**src/rtl/hsym_packer.sv**
```systemverilog
// Packs pairs of 4-bit decoded symbols into bytes (low nibble first) and queues them in a small FIFO.
// Optional statistics outputs bit_count/sym_count are built only when HSYM_PACKER_STATS_EN is defined.
module hsym_packer #(
    parameter int unsigned FIFO_DEPTH = 4
) (
    input  logic       clk,
    input  logic       rst,
    input  logic       sym_valid,
    input  logic [3:0] sym_data,
    input  logic [3:0] sym_len,
    output logic       sym_ready,
    input  logic       flush,
    output logic [7:0] byte_data,
    output logic       byte_valid,
    input  logic       byte_ready,
    output logic [3:0] fifo_level
`ifdef HSYM_PACKER_STATS_EN
    ,
    output logic [15:0] bit_count,
    output logic [15:0] sym_count
`endif
);

    localparam int unsigned PtrW = (FIFO_DEPTH > 1) ? $clog2(FIFO_DEPTH) : 1;
    localparam logic [3:0] DepthL = 4'(FIFO_DEPTH);
    localparam logic [PtrW-1:0] PtrMax = PtrW'(FIFO_DEPTH - 1);

    typedef enum logic [1:0] {
        StEmpty,
        StHalf,
        StPad
    } state_e;

    state_e state_q, state_d;
    logic [3:0] nibble_q, nibble_d;
    logic [7:0] mem_q [FIFO_DEPTH];
    logic [7:0] mem_d [FIFO_DEPTH];
    logic [PtrW-1:0] wr_ptr_q, wr_ptr_d, rd_ptr_q, rd_ptr_d;
    logic [3:0] level_q, level_d;

    logic accept, pop, push, full;
    logic [7:0] push_data;

    function automatic logic [PtrW-1:0] ptr_inc(input logic [PtrW-1:0] p);
        return (p == PtrMax) ? '0 : p + 1'b1;
    endfunction

    assign full       = (level_q == DepthL);
    assign byte_valid = (level_q != 4'd0);
    assign byte_data  = mem_q[rd_ptr_q];
    assign fifo_level = level_q;
    assign accept     = sym_valid & sym_ready;
    assign pop        = byte_valid & byte_ready;

    // Ready looks only at the registered level; a same-cycle pop does not free a slot.
    always_comb begin
        sym_ready = 1'b0;
        unique case (state_q)
            StEmpty: sym_ready = 1'b1;
            StHalf:  sym_ready = ~full;
            default: sym_ready = 1'b0;
        endcase
    end

    always_comb begin
        state_d   = state_q;
        nibble_d  = nibble_q;
        push      = 1'b0;
        push_data = 8'h00;
        unique case (state_q)
            StEmpty: begin
                if (accept) begin
                    nibble_d = sym_data;
                    state_d  = StHalf;
                end
            end
            StHalf: begin
                if (accept) begin
                    push      = 1'b1;
                    push_data = {sym_data, nibble_q};
                    state_d   = StEmpty;
                end else if (flush) begin
                    if (full) begin
                        state_d = StPad;
                    end else begin
                        push      = 1'b1;
                        push_data = {4'hF, nibble_q};
                        state_d   = StEmpty;
                    end
                end
            end
            StPad: begin
                if (!full) begin
                    push      = 1'b1;
                    push_data = {4'hF, nibble_q};
                    state_d   = StEmpty;
                end
            end
            default: state_d = StEmpty;
        endcase
    end

    always_comb begin
        mem_d    = mem_q;
        wr_ptr_d = wr_ptr_q;
        rd_ptr_d = rd_ptr_q;
        level_d  = level_q;
        if (push) begin
            mem_d[wr_ptr_q] = push_data;
            wr_ptr_d        = ptr_inc(wr_ptr_q);
        end
        if (pop) begin
            rd_ptr_d = ptr_inc(rd_ptr_q);
        end
        unique case ({push, pop})
            2'b10:   level_d = level_q + 4'd1;
            2'b01:   level_d = level_q - 4'd1;
            default: level_d = level_q;
        endcase
    end

    always_ff @(posedge clk or negedge rst) begin
        if (!rst) begin
            state_q  <= StEmpty;
            nibble_q <= 4'h0;
            wr_ptr_q <= '0;
            rd_ptr_q <= '0;
            level_q  <= 4'd0;
            for (int i = 0; i < int'(FIFO_DEPTH); i++) begin
                mem_q[i] <= 8'h00;
            end
        end else begin
            state_q  <= state_d;
            nibble_q <= nibble_d;
            wr_ptr_q <= wr_ptr_d;
            rd_ptr_q <= rd_ptr_d;
            level_q  <= level_d;
            mem_q    <= mem_d;
        end
    end

`ifdef HSYM_PACKER_STATS_EN
    logic [15:0] bit_count_q, bit_count_d, sym_count_q, sym_count_d;
    logic [16:0] bit_sum;

    always_comb begin
        bit_sum     = {1'b0, bit_count_q} + {13'd0, sym_len};
        bit_count_d = bit_count_q;
        sym_count_d = sym_count_q;
        if (accept) begin
            bit_count_d = bit_sum[16] ? 16'hFFFF : bit_sum[15:0];
            sym_count_d = (sym_count_q == 16'hFFFF) ? sym_count_q : sym_count_q + 16'd1;
        end
    end

    always_ff @(posedge clk or negedge rst) begin
        if (!rst) begin
            bit_count_q <= 16'd0;
            sym_count_q <= 16'd0;
        end else begin
            bit_count_q <= bit_count_d;
            sym_count_q <= sym_count_d;
        end
    end

    assign bit_count = bit_count_q;
    assign sym_count = sym_count_q;
`else
    logic unused_sym_len;
    assign unused_sym_len = ^sym_len;
`endif

endmodule
```
**config.mk**
```make
export PLATFORM = sky130hd
export DESIGN_NAME = hsym_packer
export DESIGN_NICKNAME = d
export VERILOG_FILES = /design/src/rtl/hsym_packer.sv
export SDC_FILE = /design/constraint.sdc
export NUM_CORES = 1
export LEC_CHECK = 0
export BUFFER_PORTS_ARGS = -buffer_cell sky130_fd_sc_hd__buf_2
export CAP_MARGIN = 25
export CELL_PAD_IN_SITES_DETAIL_PLACEMENT = 1
export CELL_PAD_IN_SITES_GLOBAL_PLACEMENT = 1
export CORE_ASPECT_RATIO = 0.75
export CORE_UTILIZATION = 51
export CTS_BUF_LIST = sky130_fd_sc_hd__clkbuf_16
export DETAILED_ROUTE_END_ITERATION = 8
export PLACE_DENSITY = 0.95
export SYNTH_ARGS = -nofsm -noshare
export SYNTH_HDL_FRONTEND = slang
export SYNTH_SLANG_ARGS = --single-unit
```
**constraint.sdc**
```tcl
create_clock -name clk -period 6.3 [get_ports clk]
set_input_delay 0.315 -clock clk [delete_from_list [all_inputs] [get_ports clk]]
set_output_delay 0.315 -clock clk [all_outputs]
set_load 0.03 [all_outputs]
```
**Yosys cells after proc, flatten, opt, wreduce, memory -nomap -nowiden**

Index checks and enable logic that the tools add are counted.

- Logic and storage cells: 61
- Bits in registers: 46
- Input port bits: 13

- Bitwise gates (word level): 5
- $add $sub $neg: 4
- Muxes and demuxes: 24
- $lt $le $gt $ge: 3
- Reduce and logical (&&, ||, !) cells: 6
- Equal/unequal tests: 10

Operators by type and width:

| cell | number |
|---|---|
| $mux W8 | 6 |
| $bwmux W32 | 1 |
| $bmux W8 S2 | 1 |
| $demux W8 S2 | 1 |
| $pmux W8 S2 | 1 |
| $mux W2 | 7 |
| $eq A2 B2 Y1 const B | 4 |
| $pmux W4 S2 | 1 |
| $ge A3 B3 Y1 const B | 2 |
| $not A2 Y3 | 2 |
| $pmux W2 S3 | 1 |
| $add A2 B1 Y2 const B | 2 |
| $add A4 B1 Y4 const B | 1 |
| $eq A2 B1 Y1 const B | 2 |
| $eq A4 B3 Y1 const B | 1 |
| $ne A2 B2 Y1 const B | 2 |
| $pmux W1 S2 | 2 |
| $reduce_bool A4 Y1 | 1 |
| $sub A4 B1 Y4 const B | 1 |
| $lt A3 B1 Y1 const B | 1 |
| $mux W1 | 3 |
| $ne A3 B3 Y1 const B | 1 |
| $reduce_and A3 Y1 | 1 |
| $and A1 B1 Y1 | 2 |
| 5 further kinds | 5 |

**Depth between registers and ports, before layout**

Gate-level depths: netlist of run 1.

- Word-level depth: 8
- Mapped depth: 13

**Least setup slack after synthesis of run 1**

OpenSTA, ideal clock, no wires.

- Kind: register to register
- Start point: register level_q[1] (netlist: fifo_level[1])
- End point: register level_q[2] (netlist: fifo_level[2])
- Slack: 3.490 ns
- Cell stages (with the launch flop): 13
- Data arrival time: 2.670 ns
- Required time: 6.161 ns
- Library setup time: 0.139 ns
- Period minus slack after synthesis: 2.810 ns
- Cell sequence: dfrtp_1 -> or4b_1 -> buf_2 -> o211ai_4 -> a21boi_1 -> inv_1 -> ha_1 -> xor2_1 -> ha_1 -> a21oi_1 -> xor2_1 -> nor2_1 -> xor2_1

- Longest elaborated chain between the ends: 8
- Elaborated cells between the ends (all ways): 16
- Those cells by class: add/sub (2); eq/ne (3); mux (6); bitwise (3); reduce/logical (2)

Ends and longest elaborated chain:

| item | line | text |
|---|---|---|
| start: declaration | 39 | `logic [3:0] level_q, level_d;` |
| start signal: assignment | 137 | `level_q <= level_d;` |
| $eq A4 B3 Y1 | 48 | `assign full = (level_q == DepthL);` |
| $not A1 Y1 | 60 | `StHalf: sym_ready = ~full;` |
| $pmux W1 S2 | 58 | `unique case (state_q)` |
| $and A1 B1 Y1 | 52 | `assign accept = sym_valid & sym_ready;` |
| $mux W1 | 78 | `if (accept) begin` |
| $pmux W1 S2 | 70 | `unique case (state_q)` |
| $eq A2 B1 Y1 / $eq A2 B2 Y1 (equally long branches) | 115 | `unique case ({push, pop})` |
| $pmux W4 S2 / $reduce_bool A2 Y1 (equally long branches) | -- |  |

Several ways; a longest one is shown, not always the timed one.
A chain may end at the register's enable or synchronous reset.

**Worst setup path in the final report of run 1**

Same ends and word-level chain as after synthesis.

==> results.md, run 1 <==
- Status: finished with violations
- Failing checks: hold timing
- Req. time, crit path: 6.47 ns
- Sequential share of power: 37.6%
- Pins Over Slew Limit: 0
- Synth cell types: 34
- Maxcap violations: 0
- 1st-pass router iterations: 4
- Iter 0 DRT Violations: 66
- Setup CP Type: reg -> reg
- Setup Skew: 0.005795 ns
- Max clock buf depth: 2
- Tightest Pin Transition: 0.6501 ns
- Synthesized net count: 191
- Initial Util: 55.00%
- Fin crit share: 51.93%
- Drc violations: 0
- Clock-pin slew on the worst setup and hold paths: 0.06 ns
- Clk Latency, worst-skew pair: 0.29 ns
- VDD IR-drop max: 0.3716 mV
- Sw frac: 41.96%
- Final wirelength: 5.923 mm
- Setup crit end kind: flop
- NetSw: 0.0006585 W
- Hold crit path type: in -> async
- Comb pwr share: 46.5%
- Critical Path Fanout Max: 8
- Avg Cell Area, Syn: 13.85 um2
- CP max stage cell: or4b_1
- Final worst slack: 3.028 ns
- Final Wtd Congestion: 0.8173
- I/O pins: 27
- DIE HEIGHT: 60.31 um
- Vias per cell: 6.141
- CTS tree: yes
- Most frequent CP cell: xor2_1
- Largest net degree at the start of global routing: 47
- Final Hold Fails: 18
- Vias in the first global route: 1687
- Final global-route overflow total: 0
- Synth warn: 0
- Crit path launch type: flop
- Critical-path cell list: or4b_1 > o211ai_4 > a21boi_1 > inv_1 > ha_1 > xor2_1 > ha_1 > a21oi_1 > xor2_1 > nor2_1 > xor2_1
- Synth Instances: 167
- Final nets: 216
- Initial antenna violation count: 1
- Post-route ant nets: 0
- Post-Syn Area: 2312 um2
- Worst Setup Slack post-DPL: 3.170 ns
- Fmax: 305.6 MHz
- Chip width: 79.75 um
- Root buf cell: clkbuf_16
- Row count: 20
- PwrDens: 596.9 nW/um2
- Rel. slew slack: 56.66%
- Detailed placement HPWL: 3.958 mm
- Worst hold margin: -0.01119 ns
- Tot GR Track Use: 27.80%
- Share of cells above drive strength 1: 43.23%
- Die footprint: 4810 um2
- RSZ-0062 raised after global routing: false
- Clk sinks: 46
- H-tree depth: 2
- Resize count post-CTS: 0
- P_leak: 1.106 nW
- WL/cell: 23.88 um
- Via count: 1523
- Core Area: 4204 um2
- Num CTS Buffers: 5
- P&R area growth vs syn: 13.69%
- Sequential share of the synthesized area: 49.78%
- Final Setup Violations: 0
- Setup TNS: 0 ns
- Cts hold-fix bufs: 0
- Postcts setup bufs: 0
- Crit path largest cell delay: 0.76 ns
- Number of port buffers: 22
- Clock Power Share: 15.9%
- Register bit total from synthesis: 46
- Cell Int Power: 0.0009108 W
- Post-layout minimum cycle time: 3.272 ns
- First-pass GRT wire length: 9.335 mm
- Worst Path Arrival: 3.44 ns
kinds of logic (layout without fill, tap and decap cells):
group,after synthesis,after routing,share of synthesized area (%)
adder cells (fa/ha/maj),11,11,5.952
other,0,1,0
AND/OR/NAND/NOR,24,24,6.007
multiplexers,48,48,27.27
XOR/XNOR,5,5,1.894
buffers and inverters,12,37,2.002
AO/OA/AOI/OAI,21,21,7.089
flip-flops,46,46,49.78
cells in the mapped netlist:
master | number | area (um2)
a211o_1 | 1 | 8.760
a21boi_1 | 1 | 7.510
a21o_1 | 2 | 15.01
a21oi_1 | 5 | 25.02
a21oi_2 | 4 | 35.03
a32o_1 | 1 | 10.01
a41oi_1 | 1 | 8.760
and2_1 | 1 | 6.260
buf_1 | 1 | 3.750
buf_2 | 1 | 5.000
clkbuf_1 | 3 | 11.26
dfrtp_1 | 46 | 1151
ha_1 | 11 | 137.6
inv_1 | 7 | 26.28
mux2_1 | 1 | 11.26
mux2_2 | 39 | 439.2
mux4_2 | 8 | 180.2
nand2_1 | 7 | 26.28
nand2b_1 | 2 | 12.51
nand3b_1 | 1 | 7.510
nand4b_1 | 4 | 35.03
nor2_1 | 4 | 15.01
nor2b_1 | 1 | 6.260
nor3_1 | 1 | 5.000
nor3b_1 | 1 | 7.510
o211ai_4 | 1 | 21.27
o21a_1 | 1 | 7.510
o21ai_0 | 2 | 10.01
o21ai_2 | 1 | 8.760
o22ai_1 | 1 | 6.260
or4_1 | 1 | 7.510
or4b_1 | 1 | 10.01
xnor2_1 | 1 | 8.760
xor2_1 | 4 | 35.03
path summary, 6_finish.rpt:
path / from / endpoint / slack [ns] / depth (start not counted)
setup / recovery: fifo_level[1] / fifo_level[2] / 3.03 / 11
hold / removal: rst / rd_ptr_q[0] / -0.01 / 1
setup reg to reg: fifo_level[1] / fifo_level[2] / 3.03 / 11
hold reg to reg: mem_q[26] / mem_q[26] / 0.51 / 1
max in group asynchronous: rst / mem_q[0] / 5.80 / 2
min in group clk: sym_data[2] / nibble_q[2] / 0.30 / 2
registers in the layout (all words and copies together) (netlist names):
register / cells
nibble_q: 4
fifo_level: 4
mem_q: 32
rd_ptr_q: 2
state_q: 2
wr_ptr_q: 2
metrics by stage:
step	power (W)	utilization, %	cell area, um2	std cells
3_3_place_gp	0.001212	58.78	2471	239
4_1_cts	0.001570	61.99	2606	246
5_1_grt	0.001646	62.53	2629	248
6_report	0.001569	62.53	2629	248
3_5_place_dp	0.001298	58.78	2471	239
2_1_floorplan	0.001083	-	2312	167
critical path: cells and delay by family (launching register included):
kind,cells,cell delay (ns)
XOR/XNOR,3,0.44
buffers and inverters,1,0.15
flip-flops,1,0.49
AND/OR/NAND/NOR,2,0.83
AO/OA/AOI/OAI,3,0.71
adder cells (fa/ha/maj),2,0.52
per-layer routing:
| metal | wire length [um] | share of wire (%) | global-route usage, % |
|---|---|---|---|
| met5 | 0 | 0 | 0 |
| met4 | 125 | 2.1 | 12.50 |
| met3 | 164 | 2.8 | 5.038 |
| met2 | 3035 | 51 | 48.60 |
| met1 | 2597 | 44 | 34.47 |
final cells by class:
| type | instances | area, um2 |
|---|---|---|
| Antenna cell | 1 | 2.502 |
| Fill cell | 406 | 1575 |
| Clock inverter | 2 | 10.01 |
| Timing Repair Buffer | 23 | 130.1 |
| Multi-Input combinational cell | 109 | 1115 |
| Tap cell | 55 | 68.82 |
| Clock buffer | 5 | 125.1 |
| Inverter | 7 | 26.28 |
| Sequential cell | 46 | 1151 |
power groups by stage:
stage	clock network, W	logic [W]	registers, W
3_3_place_gp	0	0.000656	0.000556
6_report	0.000250	0.000730	0.000590
4_1_cts	0.000253	0.000729	0.000587
5_1_grt	0.000259	0.000779	0.000608
3_5_place_dp	0	0.000712	0.000587
2_1_floorplan	0	0.000543	0.000540
cell usage in the layout, fill, tap and decap left out, types with 2 or more instances in the layout:
cell type  instances
nand4b_1           4
nor2_1             4
nand2b_1           2
clkbuf_16          5
nand2_1            7
dfrtp_1           46
a21oi_1            5
a21o_1             2
o21ai_0            2
a21oi_2            4
clkinv_2           2
ha_1              11
inv_1              7
xor2_1             4
buf_2             22
mux4_2             8
mux2_2            39
(Power assumes the default switching activity.)
==> run 2: changes to the inputs <==
- CORE_UTILIZATION: 51 -> 43
- PLACE_DENSITY: 0.95 -> 0.86
- clock period: 6.3 -> 2.95 ns (I/O delays scaled with it)
==> run 2 against run 1 <==
Compared with the run above:
- worst hold slack better by 0.12 ns
- flip-flop and latch count stayed put
- critical path depth is the same
- maximum frequency rose by 20%
- largest cell class unchanged
- final area rose by 2.2%
- critical endpoint unchanged
- clock power grew 120%
- the run now ends clean
- die area is 18% higher
- sequential share of layout area decreased by 0.94 points
- setup slack got worse by 2.8 ns
- routed wire length is 14% lower
- via count shrank 4.3%
==> results.md, run 2 (synthesis gave the netlist of run 1 again) <==
- Top reg by flops: mem_q
- Final worst slack: 0.2288 ns (-2.799 ns)
- Setup crit end kind: flop
- 1st-pass router iterations: 4 (unchanged)
- Core Area: 5037 um2 (+20%)
- Crit path launch type: flop
- Largest register FFs: 32 (unchanged)
- Area of the multi-input gates: 1119 um2 (+0.34%)
- Drc violations: 0 (unchanged)
- First-pass GRT wire length: 8.756 mm (-6.2%)
- Max clock buf depth: 2 (unchanged)
- Critical Path Fanout Max: 8 (unchanged)
- Worst Setup Slack post-DPL: 0.2163 ns (-2.954 ns)
- Clock-pin slew on the worst setup and hold paths: 0.06 ns (about the same)
- Final nets: 220 (+1.9%)
- Worst Path Arrival: 2.94 ns (-0.50 ns)
- Tightest Pin Transition: 0.6657 ns (+0.01556 ns)
- Final Util: 53.33% (-9.2 points)
- Final global-route overflow total: 0 (unchanged)
- Req. time, crit path: 3.17 ns (-3.30 ns)
- Post-placement cell count: 259 (+8.4%)
- Post-route ant nets: 0 (unchanged)
- Share of cells above drive strength 1: 43.65% (+0.43 points)
- Hold crit path type: in -> reg
- Setup TNS: 0 ns (unchanged)
- Vias per cell: 5.416 (-12%)
- # fillers: 518 (+28%)
- P_leak: 1.127 nW (+1.9%)
- Pins Over Slew Limit: 0 (unchanged)
- Status: completed
- Row count: 22 (+10%)
- PwrDens: 1224 nW/um2 (+100%)
- Via count: 1457 (-4.3%)
- Largest net degree at the start of global routing: 47 (unchanged)
- Die footprint: 5678 um2 (+18%)
- WL/cell: 19.02 um (-20%)
- Clk Latency, worst-skew pair: 0.29 ns (about the same)
- I/O pins: 27 (unchanged)
- P&R area growth vs syn: 16.18%
- VDD IR-drop max: 0.5419 mV (+46%)
- Fmax: 367.5 MHz (+20%)
- H-tree depth: 2 (unchanged)
- Rel. slew slack: 55.62% (-1.0 points)
- Final wirelength: 5.117 mm (-14%)
- RSZ-0062 raised after global routing: false
- Setup Skew: 0.005208 ns (-0.0005873 ns)
- Final Wtd Congestion: 0.7727 (-5.5%)
- CTS tree: yes
- Fin crit share: 92.24% (+40 points)
- Vias in the first global route: 1626 (-3.6%)
- Num CTS Buffers: 5 (unchanged)
- Initial Util: 45.90% (-9.1 points)
- Iter 0 DRT Violations: 48 (-27%)
- Post-layout minimum cycle time: 2.721 ns (-0.5507 ns)
- Maxcap violations: 0 (unchanged)
- Commonest cells after routing, fill and taps aside: 46 x dfrtp_1, 39 x mux2_2, 22 x buf_2, 11 x ha_1
- Final Hold Fails: 0 (-18)
- Final Setup Violations: 0 (unchanged)
- Commonest non-fill, non-tap cell in the layout: dfrtp_1
- FF/Latch Area: 1151 um2 (unchanged)
- Setup CP Type: reg -> reg
- Chip width: 86.68 um (+8.7%)
- Root buf cell: clkbuf_16
- Initial antenna violation count: 0 (-1)
- DIE HEIGHT: 65.51 um (+8.6%)
- Post-Layout Cell Count: 269 (+8.5%)
- Tot GR Track Use: 21.16% (-6.6 points)
- Number of port buffers: 22 (unchanged)
- N_diodes: 0 (-1)
- Detailed placement HPWL: 3.490 mm (-12%)
- Clk sinks: 46 (unchanged)
-- run 2: area by class of cell --
| type | count | area share, % |
|---|---|---|
| well taps | 72 | 3.354 |
| inverters | 7 | 0.9781 |
| multi-input cells | 109 | 41.64 |
| repair buffers | 27 | 6.055 |
| clock buffers | 5 | 4.658 |
| clock inverters | 3 | 0.4658 |
| flip-flops and latches | 46 | 42.85 |
-- run 2: repair_timing --
action                                 CTS  global route
endpoints found under the hold margin    0            46
resized for setup                        0             1
setup endpoints to repair                0             2
setup buffers                            0             0
hold buffers                             0             1
-- run 2: report_power, final --
part           internal [W]  total [W]  switching (W)  leakage [nW]
Combinational      0.000713    0.00152       0.000802         0.518
Clock              0.000307   0.000539       0.000232        0.0724
Sequential         0.000940    0.00123       0.000292         0.536
Total               0.00196    0.00329        0.00133          1.13
-- run 2: path summary, 6_finish.rpt --
path / cells past startpoint / from / slack (ns) / endpoint
setup / recovery: 11 / fifo_level[1] / 0.23 / fifo_level[2]
hold / removal: 2 / sym_data[0] / 0.11 / nibble_q[0]
setup reg to reg: 11 / fifo_level[1] / 0.23 / fifo_level[2]
hold reg to reg: 1 / mem_q[27] / 0.50 / mem_q[27]
max in group asynchronous: 3 / rst / 2.32 / mem_q[6]
min in group asynchronous: 2 / rst / 0.19 / fifo_level[1]
-- run 2: metal layers --
layer | vias up | share of wire, % | track usage [%]
li1 | 668 | - | -
met1 | 765 | 48 | 29.55
met2 | 17 | 48 | 33.93
met3 | 7 | 2.4 | 3.518
met4 | 0 | 1.3 | 6.875
met5 | - | 0 | 0
-- run 2: stage by stage --
| step | instance area (um2) | power, W | hold WS (ns) |
|---|---|---|---|
| 2_1_floorplan | 2312 | 0.002312 | -0.1481 |
| 3_3_place_gp | 2515 | 0.002655 | 0.3783 |
| 3_5_place_dp | 2515 | 0.002747 | 0.3696 |
| 4_1_cts | 2653 | 0.003306 | 0.06897 |
| 5_1_grt | 2686 | 0.003497 | 0.1204 |
| 6_report | 2686 | 0.003287 | 0.1096 |
-- run 2: worst max-delay path: stages, from the launching register on --
cell and delay [ns]:
dfrtp_1 0.47, or4b_1 0.66, o21ai_2 0.21, a21boi_2 0.13, inv_1 0.10, ha_1 0.20, xor2_1 0.21, ha_1 0.19
a21oi_1 0.05, xor2_1 0.16, nor2_1 0.12, xor2_1 0.15
==> run 3: changes to the inputs <==
--- a/config.mk
+++ b/config.mk
@@ -8,11 +8,11 @@
 export BUFFER_PORTS_ARGS = -buffer_cell sky130_fd_sc_hd__buf_2
 export CAP_MARGIN = 25
-export CELL_PAD_IN_SITES_DETAIL_PLACEMENT = 1
-export CELL_PAD_IN_SITES_GLOBAL_PLACEMENT = 1
+export CELL_PAD_IN_SITES_DETAIL_PLACEMENT = 2
+export CELL_PAD_IN_SITES_GLOBAL_PLACEMENT = 2
 export CORE_ASPECT_RATIO = 0.75
-export CORE_UTILIZATION = 43
+export CORE_UTILIZATION = 36
 export CTS_BUF_LIST = sky130_fd_sc_hd__clkbuf_16
 export DETAILED_ROUTE_END_ITERATION = 8
-export PLACE_DENSITY = 0.86
+export PLACE_DENSITY = 0.85
 export SYNTH_ARGS = -nofsm -noshare
 export SYNTH_HDL_FRONTEND = slang
==> constraint.sdc (replaced) <==
create_clock -name clk -period 2.95 [get_ports clk]
set_input_delay 0.1475 -clock clk [delete_from_list [all_inputs] [get_ports clk]]
set_output_delay 0.1475 -clock clk [all_outputs]
set_load 0.1 [all_outputs]
==> run 3 against run 2 <==
Compared with the run above:
- routed wire length increased by 17%
- final area rose by 2.2%
- via count rose by 0.69%
- non-clock buffer count increased by 2
- critical path depth unchanged
- global-route usage fell by 1.3 points
- register-to-register slack better by 0.04 ns
==> results.md, run 3 (synthesis gave the netlist of run 1 again) <==
- Vias in the first global route: 1688 (+3.8%)
- Top reg by flops: mem_q
- Clk sinks: 46 (unchanged)
- Rel. slew slack: 54.97% (-0.65 points)
- Final Setup Violations: 0 (unchanged)
- First-pass GRT wire length: 9.591 mm (+9.5%)
- Crit path launch type: flop
- Postcts setup bufs: 0 (unchanged)
- Worst Path Arrival: 2.85 ns (-0.09 ns)
- Max clock buf depth: 2 (unchanged)
- Drc violations: 0 (unchanged)
- Fmax: 372.9 MHz (+1.5%)
- Final global-route overflow total: 0 (unchanged)
- H-tree depth: 2 (unchanged)
- Final wirelength: 5.990 mm (+17%)
- P&R area growth vs syn: 18.78%
- Setup slack, reg-to-reg: 0.27 ns (+0.04 ns)
- Core Area: 6006 um2 (+19%)
- Critical Path Fanout Max: 8 (unchanged)
- Num CTS Buffers: 5 (unchanged)
- Fin crit share: 90.90% (-1.3 points)
- Largest register FFs: 32 (unchanged)
- Post-DP Area: 2546 um2 (+1.2%)
- Vias per cell: 5.296 (-2.2%)
- Setup CP Type: reg -> reg
- Req. time, crit path: 3.12 ns (-0.05 ns)
- Pins Over Slew Limit: 0 (unchanged)
- CTS tree: yes
- Initial antenna violation count: 0 (unchanged)
- Setup Skew: 0.005173 ns (-0.00003475 ns)
- Clk Latency, worst-skew pair: 0.29 ns (about the same)
- N_diodes: 0 (unchanged)
- Row count: 24 (+9.1%)
- Final Hold Fails: 0 (unchanged)
- I/O pins: 27 (unchanged)
- Setup crit end: fifo_level[2]
- Tightest Pin Transition: 0.6755 ns (+0.009809 ns)
- CP max stage cell: or4b_4
- Hold crit path type: in -> reg
- Design area: 2746 um2 (+2.2%)
- Post-layout minimum cycle time: 2.682 ns (-0.03955 ns)
- Critical-path cell list: or4b_4 > o21ai_2 > a21boi_1 > inv_1 > ha_1 > xor2_1 > ha_1 > a21oi_1 > xor2_1 > nor2_1 > xor2_1
- CP Launch Point: fifo_level[1]
- Status: completed
- Detailed placement HPWL: 4.188 mm (+20%)
- Iter 0 DRT Violations: 67 (+40%)
- Worst hold margin: 0.1095 ns (-0.0001360 ns)
- 1st-pass router iterations: 3 (-1)
- Setup crit end kind: flop
- Reg2reg end: fifo_level[2]
- Final nets: 222 (+0.91%)
- # fillers: 611 (+18%)
- Number of port buffers: 22 (unchanged)
- Reg2reg start: fifo_level[1]
- RSZ-0062 raised after global routing: false
- Initial Util: 38.50% (-7.4 points)
- Commonest non-fill, non-tap cell in the layout: dfrtp_1
- Via count: 1467 (+0.69%)
- Setup TNS: 0 ns (unchanged)
- Largest net degree at the start of global routing: 47 (unchanged)
- Tot GR Track Use: 19.86% (-1.3 points)
- Chip width: 94.54 um (+9.1%)
- DIE HEIGHT: 71.41 um (+9.0%)
- Clock-pin slew on the worst setup and hold paths: 0.06 ns (about the same)
- Most frequent CP cell: xor2_1
- WL/cell: 21.62 um (+14%)
- Crit path largest cell delay: 0.61 ns (-0.05 ns)
- Share of cells above drive strength 1: 47.24% (+3.6 points)
- Cell count of the worst reg-to-reg path: 11 (unchanged)
- Die footprint: 6751 um2 (+19%)
- Post-route ant nets: 0 (unchanged)
- Maxcap violations: 0 (unchanged)
- Root buf cell: clkbuf_16
- Commonest cells after routing, fill and taps aside: 42 x dfrtp_1, 39 x mux2_2, 22 x buf_2, 11 x ha_1
- Final Wtd Congestion: 0.7305 (-5.5%)
-- run 3: metal layers --
layer	vias up	part of all wire (%)	GRT usage, %
met4	0	1.5	4.882
met2	15	52	34.30
li1	673	-	-
met1	771	44	25.07
met5	-	0	0
met3	8	2.5	5.096
-- run 3: metrics by stage --
step           util [%]  setup slack [ns]  std cells
6_report          45.73            0.2684        277
5_1_grt           45.73            0.1066        277
4_1_cts           45.17            0.1165        275
3_5_place_dp      42.40            0.1355        267
3_3_place_gp      42.40            0.2157        267
2_1_floorplan         -          0.005425        167
-- run 3: cell type report --
cell class                      instances  area [um2]  area share [%]
Sequential cell                        46        1156           42.10
Clock buffer                            5       125.1           4.556
Timing Repair Buffer                   29       177.7           6.469
Inverter                                7       26.28          0.9567
Multi-Input combinational cell        109        1122           40.87
Clock inverter                          3       41.29           1.503
Tap cell                               78       97.59           3.554
-- run 3: repair_timing --
item                                    CTS  global route
hold buffers                              0             1
gates resized for setup                   0             1
endpoints found under the hold margin     0            46
endpoints found under the setup margin    0             2
-- run 3: worst min path at each step --
stage / startpoint / endpoint / slack (ns) / cells after the start
2_1_floorplan: rst / fifo_level[0] / -0.15 / 0
3_3_place_gp: rst / mem_q[30] / 0.38 / 1
3_5_place_dp: rst / mem_q[22] / 0.38 / 1
4_1_cts: rst / mem_q[22] / 0.06 / 1
5_1_grt: sym_data[1] / nibble_q[1] / 0.12 / 2
6_report: sym_data[3] / nibble_q[3] / 0.11 / 2
-- run 3: worst max-delay path, delay by kind of cell, from the launching register on --
kind                       cells  cell delay, ns
and+or+nand+nor                2            0.67
xor gates and xnor gates       3            0.39
adders and majority gates      2            0.37
DFF                            1            0.46
buffers and inverters          1            0.13
AOI/OAI and AO/OA              3            0.54
Power of run 3 is not shown: default switching activity piles up to over one toggle a cycle in this logic, so the estimate is an artifact.
